[src/rtl/axi_to_mem_rw_share_if.sv]
// Bundle of the read-side, write-side and bank-side request/response
// signals for axi_to_mem_rw_share. The slave modport is the view of the
// merging stage; the master modport is the view of its environment.
interface axi_to_mem_rw_share_if #(
    parameter int unsigned NumBanks     = 4,
    parameter int unsigned AddrWidth    = 32,
    parameter int unsigned MemDataWidth = 64
);
    localparam int unsigned StrbWidth = MemDataWidth / 8;

    logic                             busy_o;
    // read side
    logic [NumBanks-1:0]              rd_req_i;
    logic [NumBanks-1:0]              rd_gnt_o;
    logic [NumBanks*AddrWidth-1:0]    rd_addr_i;
    logic [NumBanks-1:0]              rd_rvalid_o;
    logic [NumBanks*MemDataWidth-1:0] rd_rdata_o;
    // write side
    logic [NumBanks-1:0]              wr_req_i;
    logic [NumBanks-1:0]              wr_gnt_o;
    logic [NumBanks*AddrWidth-1:0]    wr_addr_i;
    logic [NumBanks*MemDataWidth-1:0] wr_wdata_i;
    logic [NumBanks*StrbWidth-1:0]    wr_strb_i;
    logic [NumBanks*6-1:0]            wr_atop_i;
    logic [NumBanks-1:0]              wr_rvalid_o;
    logic [NumBanks*MemDataWidth-1:0] wr_rdata_o;
    // shared bank ports
    logic [NumBanks-1:0]              mem_req_o;
    logic [NumBanks-1:0]              mem_gnt_i;
    logic [NumBanks*AddrWidth-1:0]    mem_addr_o;
    logic [NumBanks*MemDataWidth-1:0] mem_wdata_o;
    logic [NumBanks*StrbWidth-1:0]    mem_strb_o;
    logic [NumBanks*6-1:0]            mem_atop_o;
    logic [NumBanks-1:0]              mem_we_o;
    logic [NumBanks-1:0]              mem_rvalid_i;
    logic [NumBanks*MemDataWidth-1:0] mem_rdata_i;

    modport slave (
        output busy_o,
        input  rd_req_i, rd_addr_i,
        output rd_gnt_o, rd_rvalid_o, rd_rdata_o,
        input  wr_req_i, wr_addr_i, wr_wdata_i, wr_strb_i, wr_atop_i,
        output wr_gnt_o, wr_rvalid_o, wr_rdata_o,
        output mem_req_o, mem_addr_o, mem_wdata_o, mem_strb_o, mem_atop_o, mem_we_o,
        input  mem_gnt_i, mem_rvalid_i, mem_rdata_i
    );

    modport master (
        input  busy_o,
        output rd_req_i, rd_addr_i,
        input  rd_gnt_o, rd_rvalid_o, rd_rdata_o,
        output wr_req_i, wr_addr_i, wr_wdata_i, wr_strb_i, wr_atop_i,
        input  wr_gnt_o, wr_rvalid_o, wr_rdata_o,
        input  mem_req_o, mem_addr_o, mem_wdata_o, mem_strb_o, mem_atop_o, mem_we_o,
        output mem_gnt_i, mem_rvalid_i, mem_rdata_i
    );
endinterface

[src/rtl/axi_to_mem_rw_share.sv]
// Merges a read-side and a write-side memory request stream onto shared
// single-ported banks. Each bank arbitrates independently, holds its
// payload stable while the bank stalls, and remembers the side of every
// granted request in a small in-order FIFO so responses find their way back.
module axi_to_mem_rw_share #(
    parameter int unsigned NumBanks       = 4,
    parameter int unsigned AddrWidth      = 32,
    parameter int unsigned MemDataWidth   = 64,
    parameter int unsigned MaxOutstanding = 2,
    parameter int unsigned ArbMode        = 0,
    parameter int unsigned StarveLimit    = 4
) (
    input  logic                  clk_i,
    input  logic                  rst_i,
    axi_to_mem_rw_share_if.slave  bus
);
    localparam int unsigned StrbWidth = MemDataWidth / 8;
    localparam int unsigned CntWidth  = $clog2(MaxOutstanding + 1);
    localparam int unsigned StarveW   = $clog2(StarveLimit + 1);

    typedef enum logic {
        SideRd = 1'b0,
        SideWr = 1'b1
    } side_e;

    logic [NumBanks-1:0] rd_gnt, wr_gnt, rd_rvalid, wr_rvalid;
    logic [NumBanks-1:0] mem_req, mem_we, pending;

    for (genvar b = 0; b < NumBanks; b++) begin : g_bank
        logic                rd_req, wr_req, full, sel_wr, req, hs, pop, head;
        logic                lock_q, armed_q;
        side_e               lock_side_q, rr_q;
        logic [StarveW-1:0]  starve_q;
        logic [CntWidth-1:0] cnt_q, cnt_d, idx;
        logic [MaxOutstanding-1:0] fifo_q, fifo_d;

        assign rd_req = bus.rd_req_i[b];
        assign wr_req = bus.wr_req_i[b];
        assign full   = (cnt_q == CntWidth'(MaxOutstanding));
        assign req    = (rd_req | wr_req) & ~full & ~rst_i;
        assign hs     = req & bus.mem_gnt_i[b];
        assign pop    = bus.mem_rvalid_i[b] & (cnt_q != '0);
        assign head   = fifo_q[0];
        // slot for a new entry once this cycle's pop has shifted the FIFO
        assign idx    = pop ? cnt_q - CntWidth'(1) : cnt_q;

        // side selection: lock wins, then lone requester, then arbitration policy
        always_comb begin
            sel_wr = 1'b0;
            if (lock_q) begin
                sel_wr = (lock_side_q == SideWr);
            end else if (wr_req && !rd_req) begin
                sel_wr = 1'b1;
            end else if (wr_req && rd_req) begin
                if (ArbMode == 0) sel_wr = (rr_q == SideWr);
                else              sel_wr = (starve_q != StarveW'(StarveLimit));
            end
        end

        // route FIFO next state: head at bit 0, pop shifts down, push fills next free slot
        always_comb begin
            fifo_d = fifo_q;
            cnt_d  = cnt_q;
            if (pop) begin
                fifo_d = fifo_q >> 1;
                cnt_d  = cnt_d - CntWidth'(1);
            end
            if (hs) begin
                for (int unsigned i = 0; i < MaxOutstanding; i++) begin
                    if (CntWidth'(i) == idx) fifo_d[i] = sel_wr;
                end
                cnt_d = cnt_d + CntWidth'(1);
            end
        end

        // per-bank state: lock, round-robin pointer, starvation counter, FIFO
        always_ff @(posedge clk_i) begin
            if (rst_i) begin
                lock_q      <= 1'b0;
                lock_side_q <= SideRd;
                rr_q        <= SideRd;
                starve_q    <= '0;
                cnt_q       <= '0;
                fifo_q      <= '0;
                armed_q     <= 1'b0;
            end else begin
                cnt_q  <= cnt_d;
                fifo_q <= fifo_d;
                if (req && !bus.mem_gnt_i[b]) begin
                    lock_q      <= 1'b1;
                    lock_side_q <= sel_wr ? SideWr : SideRd;
                end else if (hs) begin
                    lock_q <= 1'b0;
                end
                if (hs) begin
                    rr_q    <= sel_wr ? SideRd : SideWr;
                    armed_q <= 1'b1;
                    if (!sel_wr) begin
                        starve_q <= '0;
                    end else if (rd_req && starve_q != StarveW'(StarveLimit)) begin
                        starve_q <= starve_q + StarveW'(1);
                    end
                end
            end
        end

        // stale responses right after reset are tolerated; once a new grant
        // has been issued, a response with nothing outstanding is an error
        assert property (@(posedge clk_i) disable iff (rst_i)
                         !(armed_q && bus.mem_rvalid_i[b] && cnt_q == '0));

        assign rd_gnt[b]    = hs & ~sel_wr;
        assign wr_gnt[b]    = hs & sel_wr;
        assign mem_req[b]   = req;
        assign mem_we[b]    = sel_wr & ~rst_i;
        assign rd_rvalid[b] = pop & ~head & ~rst_i;
        assign wr_rvalid[b] = pop & head & ~rst_i;
        assign pending[b]   = (cnt_q != '0) & ~rst_i;

        assign bus.mem_addr_o[b*AddrWidth +: AddrWidth] =
            sel_wr ? bus.wr_addr_i[b*AddrWidth +: AddrWidth]
                   : bus.rd_addr_i[b*AddrWidth +: AddrWidth];
        assign bus.mem_wdata_o[b*MemDataWidth +: MemDataWidth] =
            sel_wr ? bus.wr_wdata_i[b*MemDataWidth +: MemDataWidth] : '0;
        assign bus.mem_strb_o[b*StrbWidth +: StrbWidth] =
            sel_wr ? bus.wr_strb_i[b*StrbWidth +: StrbWidth] : '0;
        assign bus.mem_atop_o[b*6 +: 6] = sel_wr ? bus.wr_atop_i[b*6 +: 6] : '0;
    end

    assign bus.rd_gnt_o    = rd_gnt;
    assign bus.wr_gnt_o    = wr_gnt;
    assign bus.mem_req_o   = mem_req;
    assign bus.mem_we_o    = mem_we;
    assign bus.rd_rvalid_o = rd_rvalid;
    assign bus.wr_rvalid_o = wr_rvalid;
    assign bus.rd_rdata_o  = bus.mem_rdata_i;
    assign bus.wr_rdata_o  = bus.mem_rdata_i;
    assign bus.busy_o      = (|bus.rd_req_i) | (|bus.wr_req_i) | (|pending);

endmodule

[src/flat_wrapper.sv]
// flat-port wrapper written by rule: the top's interface ports become plain ports
module axi_to_mem_rw_share_flat 
#(
    parameter int unsigned NumBanks       = 4,
    parameter int unsigned AddrWidth      = 32,
    parameter int unsigned MemDataWidth   = 64,
    parameter int unsigned MaxOutstanding = 2,
    parameter int unsigned ArbMode        = 0,
    parameter int unsigned StarveLimit    = 4
)
  (clk_i, rst_i, bus_busy_o, bus_rd_req_i, bus_rd_addr_i, bus_rd_gnt_o, bus_rd_rvalid_o, bus_rd_rdata_o, bus_wr_req_i, bus_wr_addr_i, bus_wr_wdata_i, bus_wr_strb_i, bus_wr_atop_i, bus_wr_gnt_o, bus_wr_rvalid_o, bus_wr_rdata_o, bus_mem_req_o, bus_mem_addr_o, bus_mem_wdata_o, bus_mem_strb_o, bus_mem_atop_o, bus_mem_we_o, bus_mem_gnt_i, bus_mem_rvalid_i, bus_mem_rdata_i);
  axi_to_mem_rw_share_if #(.NumBanks(NumBanks), .AddrWidth(AddrWidth), .MemDataWidth(MemDataWidth)) bus_i ();
  input  logic clk_i;
  input  logic rst_i;
  output wire logic [$bits(bus_i.busy_o)-1:0] bus_busy_o;
  input wire logic [$bits(bus_i.rd_req_i)-1:0] bus_rd_req_i;
  input wire logic [$bits(bus_i.rd_addr_i)-1:0] bus_rd_addr_i;
  output wire logic [$bits(bus_i.rd_gnt_o)-1:0] bus_rd_gnt_o;
  output wire logic [$bits(bus_i.rd_rvalid_o)-1:0] bus_rd_rvalid_o;
  output wire logic [$bits(bus_i.rd_rdata_o)-1:0] bus_rd_rdata_o;
  input wire logic [$bits(bus_i.wr_req_i)-1:0] bus_wr_req_i;
  input wire logic [$bits(bus_i.wr_addr_i)-1:0] bus_wr_addr_i;
  input wire logic [$bits(bus_i.wr_wdata_i)-1:0] bus_wr_wdata_i;
  input wire logic [$bits(bus_i.wr_strb_i)-1:0] bus_wr_strb_i;
  input wire logic [$bits(bus_i.wr_atop_i)-1:0] bus_wr_atop_i;
  output wire logic [$bits(bus_i.wr_gnt_o)-1:0] bus_wr_gnt_o;
  output wire logic [$bits(bus_i.wr_rvalid_o)-1:0] bus_wr_rvalid_o;
  output wire logic [$bits(bus_i.wr_rdata_o)-1:0] bus_wr_rdata_o;
  output wire logic [$bits(bus_i.mem_req_o)-1:0] bus_mem_req_o;
  output wire logic [$bits(bus_i.mem_addr_o)-1:0] bus_mem_addr_o;
  output wire logic [$bits(bus_i.mem_wdata_o)-1:0] bus_mem_wdata_o;
  output wire logic [$bits(bus_i.mem_strb_o)-1:0] bus_mem_strb_o;
  output wire logic [$bits(bus_i.mem_atop_o)-1:0] bus_mem_atop_o;
  output wire logic [$bits(bus_i.mem_we_o)-1:0] bus_mem_we_o;
  input wire logic [$bits(bus_i.mem_gnt_i)-1:0] bus_mem_gnt_i;
  input wire logic [$bits(bus_i.mem_rvalid_i)-1:0] bus_mem_rvalid_i;
  input wire logic [$bits(bus_i.mem_rdata_i)-1:0] bus_mem_rdata_i;
  assign bus_busy_o = bus_i.busy_o;
  assign bus_i.rd_req_i = bus_rd_req_i;
  assign bus_i.rd_addr_i = bus_rd_addr_i;
  assign bus_rd_gnt_o = bus_i.rd_gnt_o;
  assign bus_rd_rvalid_o = bus_i.rd_rvalid_o;
  assign bus_rd_rdata_o = bus_i.rd_rdata_o;
  assign bus_i.wr_req_i = bus_wr_req_i;
  assign bus_i.wr_addr_i = bus_wr_addr_i;
  assign bus_i.wr_wdata_i = bus_wr_wdata_i;
  assign bus_i.wr_strb_i = bus_wr_strb_i;
  assign bus_i.wr_atop_i = bus_wr_atop_i;
  assign bus_wr_gnt_o = bus_i.wr_gnt_o;
  assign bus_wr_rvalid_o = bus_i.wr_rvalid_o;
  assign bus_wr_rdata_o = bus_i.wr_rdata_o;
  assign bus_mem_req_o = bus_i.mem_req_o;
  assign bus_mem_addr_o = bus_i.mem_addr_o;
  assign bus_mem_wdata_o = bus_i.mem_wdata_o;
  assign bus_mem_strb_o = bus_i.mem_strb_o;
  assign bus_mem_atop_o = bus_i.mem_atop_o;
  assign bus_mem_we_o = bus_i.mem_we_o;
  assign bus_i.mem_gnt_i = bus_mem_gnt_i;
  assign bus_i.mem_rvalid_i = bus_mem_rvalid_i;
  assign bus_i.mem_rdata_i = bus_mem_rdata_i;
  axi_to_mem_rw_share #(.NumBanks(NumBanks), .AddrWidth(AddrWidth), .MemDataWidth(MemDataWidth), .MaxOutstanding(MaxOutstanding), .ArbMode(ArbMode), .StarveLimit(StarveLimit)) u_core (.clk_i(clk_i), .rst_i(rst_i), .bus(bus_i));
endmodule
[config.mk]
export PLATFORM = sky130hd
export DESIGN_NAME = axi_to_mem_rw_share_flat
export DESIGN_NICKNAME = d
export VERILOG_FILES = /design/src/rtl/axi_to_mem_rw_share_if.sv /design/src/rtl/axi_to_mem_rw_share.sv /design/src/flat_wrapper.sv
export SDC_FILE = /design/constraint.sdc
export NUM_CORES = 1
export LEC_CHECK = 0
export ABC_AREA = 1
export CORE_AREA = 2 2 702 704
export DETAILED_ROUTE_END_ITERATION = 12
export DIE_AREA = 0 0 704 706
export HOLD_SLACK_MARGIN = 0.1
export RECOVER_POWER = 100
export SETUP_SLACK_MARGIN = 0.5
export SLEW_MARGIN = 20
export SYNTH_ARGS = -nofsm -noshare
export SYNTH_HDL_FRONTEND = slang
export SYNTH_SLANG_ARGS = --single-unit
[constraint.sdc]
create_clock -name clk_i -period 1.4 [get_ports clk_i]
set_clock_uncertainty 0.05 [all_clocks]
set_input_delay 0.28 -clock clk_i [delete_from_list [all_inputs] [get_ports clk_i]]
set_output_delay 0.28 -clock clk_i [all_outputs]
set_load 0.05 [all_outputs]
==> impl_metrics.csv <==
group,metric,value,unit
flow_run,drv_cap,0,
global_route,grt-ovfl-total,0,
die,dieArea,497000,µm²
global_route,grt_pass1_vias,16520,
finish,fin_area,37100,µm²
finish,fin_nets,3476,
worst_hold_path,hold-path-cell-count,3,
worst_setup_path,rrSetupSlack,-580,ps
placement,dpl_cell_area,32200,µm²
routing,drc,0,
placement,io_buffers,1050,
die,start_util,2.00,%
outcome,violations,"setup timing",
synth,synth_area,9800,µm²
worst_setup_path,cp_data_required_time,1070,ps
pwr,clock_power_share,3.3,%
sta,worst_slack,-834,ps
synth,synth_area_leader_cell,"buf_4",
routing,vias,17337,
finish,drive_above_1_share,52.2,%
synth,synthesis.nets,2723,
pwr,p_total,22.9,mW
pwr,power.share.combinational,92.2,%
global_route,antenna_found_initial,356,
synth,synth_edf_count,0,
routing,wl_per_cell,42.4,µm
finish,area_growth,279,%
finish,fin_cells,9170,
worst_setup_path,rr_endpoint,"u_core.g_bank[0].fifo_q[1]",
placement,dpl_worst_slack,-1780,ps
placement,dp_cells,8964,
clocking,clock-sinks,28,
synth,synth_area_leaders,"buf_4 (41%), nand2_1 (17%), inv_1 (14%), nor2_1 (13%), dfxtp_1 (5.7%)",
placement,routabilityCongestion,0.959,
worst_setup_path,crit_path_start,"u_core.g_bank[3].rr_q",
synth,synth_cells,1869,
sta,period_share,160,%
routing,firstDrtPassIters,6,
pwr,seq_power_share,4.5,%
synth,ys_async_sr_fraction,0,%
routing,routed_wirelength,389000,µm
synth,yosysTopAreaCellShare,40.6,%
synth,seq_area_frac_synth,5.72,%
worst_setup_path,cp.arrival,1900,ps
synth,yosys.cell_count.top_type,"buf_4",
clocking,htree_levels,1,
sta,hold_viol,0,
pwr,p_leak,13.5,nW
worst_setup_path,cp-end-kind,"output pin",
sta,min_period,2230,ps
global_route,grt.total_usage,15.0,%
worst_setup_path,slowest_delay,340,ps
die,row_count,257,
clocking,tritoncts,"built",
worst_hold_path,min-delay-start,"rst_i",
synth,yosysWarnings,0,
clocking,clk_latency,300,ps
pwr,internal-power,10.5,mW
die,die_w,704,µm
global_route,grt_max_degree,26,
sta,finalSetupViolations,485,
synth,synthFlopType,"dfxtp_1",
clocking,cts_max_path_buffers,2,
outcome,outcome,"finished, violations left",
sta,slew_headroom,43.1,%
sta,slew_violations,0,
sta,rsz0062_at_grt,"true",
worst_setup_path,r2r-start,"u_core.g_bank[0].cnt_q[0]",
worst_hold_path,min_to,"u_core.g_bank[1].lock_q",
routing,drt_iter0_markers,1111,
die,die_h,706,µm
pwr,ir_worst_vdd,0.365,mV
clocking,cts_made_buffers,3,
synth,postSynthAreaPerCell,5.24,µm²
worst_hold_path,hp-class,"in2reg",
worst_setup_path,path_max_fanout,8,
placement,dp_hpwl,364000,µm
worst_setup_path,cp_slowest_cell,"dfxtp_2",
finish,fin_util,7.59,%
worst_setup_path,cp_cell_sequence,"o21ai_2, o21ai_4, buf_12, inv_16, buf_16, buf_16, nand2_1, nand2_2, buf_12",
pwr,p_sw_share,54.0,%
sta,timing.fmax,0.448,GHz
synth,netlist-cell-type-count,23,
worst_setup_path,criticalPathCategory,"reg2out",
die,core,489000,µm²
pwr,p_switching,12.3,mW
synth,ys_ff_latch,28,
die,num_io_pins,1819,
sta,worst_pin_slew,853,ps
clocking,clkTransAtPathRegs,90,ps
worst_setup_path,rr_worst_depth,14,
worst_setup_path,worstSetupStartpointType,"flip-flop",
pwr,power_density,616,nW/µm²
routing,ant_nets,0,
clocking,root_buffer,"clkbuf_16",
routing,viasPerCell,1.89,
synth,synth_common_cells,"buf_4 (530), nand2_1 (451), inv_1 (365)",
global_route,grt_pass1_wl,429000,µm
[power groups by stage]
stage                     Clock (mW)  Combinational, mW  Sequential [mW]
after global placement             0               18.5             1.05
after detailed placement           0               18.2             1.04
after CTS                      0.831               20.8             1.03
final                          0.760               21.1             1.03
after global routing           0.820               22.1             1.04
after floorplan                    0               11.1             1.02
[flip-flops by register name, summed over array words and instances, names as in the netlist]
name,flops
u_core.g_bank.fifo_q,8
u_core.g_bank.lock_side_q,4
u_core.g_bank.lock_q,4
u_core.g_bank.cnt_q,8
u_core.g_bank.rr_q,4
[through the flow]
stage,hold slack [ps],setup TNS (ps)
final,318,-333310
after global routing,321,-367620
after CTS,316,-350710
after detailed placement,474,-559550
after global placement,491,-589990
after floorplan,411,-109910
[area by class of cell]
cell class / instances / area [µm²]
fill: 56811 / 452000
timing repair buffer: 1320 / 19200
tap: 6475 / 8100
multi-input combinational: 884 / 7260
inverter: 377 / 1530
sequential: 28 / 588
antenna: 75 / 188
timing repair inverter: 8 / 139
clock buffer: 3 / 75.1
[per-layer routing]
metal | global-route usage, % | vias to the layer above | share of wire, %
met5 | 2.25 | - | 0.62
met4 | 2.73 | 149 | 2.5
met3 | 18.4 | 608 | 26
met2 | 21.7 | 2601 | 40
met1 | 13.2 | 7572 | 30
li1 | - | 6407 | -
[cells by family after synthesis]
group | share of synthesized area (%)
flops | 5.72
simple gates | 32.5
compound gates | 2.73
buf+inv | 57.5
fa+ha+maj | 1.53
[cells in the final DEF, fill, tap and decap left out, types with 5 or more instances in the layout]
| master | n |
|---|---|
| nor3_4 | 7 |
| clkbuf_16 | 11 |
| dfxtp_2 | 13 |
| o21ai_0 | 15 |
| buf_6 | 44 |
| nor2_4 | 314 |
| clkdlybuf4s50_1 | 576 |
| a21oi_1 | 12 |
| inv_4 | 9 |
| nand2_2 | 103 |
| diode_2 | 75 |
| buf_12 | 513 |
| nand2_1 | 242 |
| inv_1 | 341 |
| nand2_4 | 104 |
| ha_1 | 5 |
| nor2_2 | 16 |
| o21ai_4 | 5 |
| dfxtp_1 | 12 |
| nand3_1 | 17 |
| buf_16 | 47 |
| nor2_1 | 22 |
| buf_8 | 20 |
| inv_2 | 20 |
| buf_4 | 99 |
| ha_4 | 7 |
[worst max path at each step]
| stage | end | slack, ps | cells after the start |
|---|---|---|---|
| finish | bus_mem_addr_o[117] | -830 | 9 |
| global route | bus_mem_wdata_o[45] | -890 | 10 |
| CTS | bus_mem_atop_o[3] | -910 | 9 |
| detailed placement | bus_wr_gnt_o[0] | -1780 | 9 |
| global placement | bus_wr_gnt_o[0] | -1860 | 9 |
| floorplan | bus_rd_gnt_o[1] | -530 | 7 |
[critical path, delay by kind of cell, from the launching register on]
kind            cells  cell delay (ps)
flops               1              340
buf+inv             5              750
simple gates        2              210
compound gates      2              260
[repair_timing]
action,CTS,global route
endpoints found under the hold margin,0,0
buffers inserted,50,27
pin swaps,69,31
endpoints found under the setup margin,493,493
gates cloned,40,11
resized for setup,498,232
hold buffers,0,0
No activity file was read; power rests on OpenSTA's default activity.
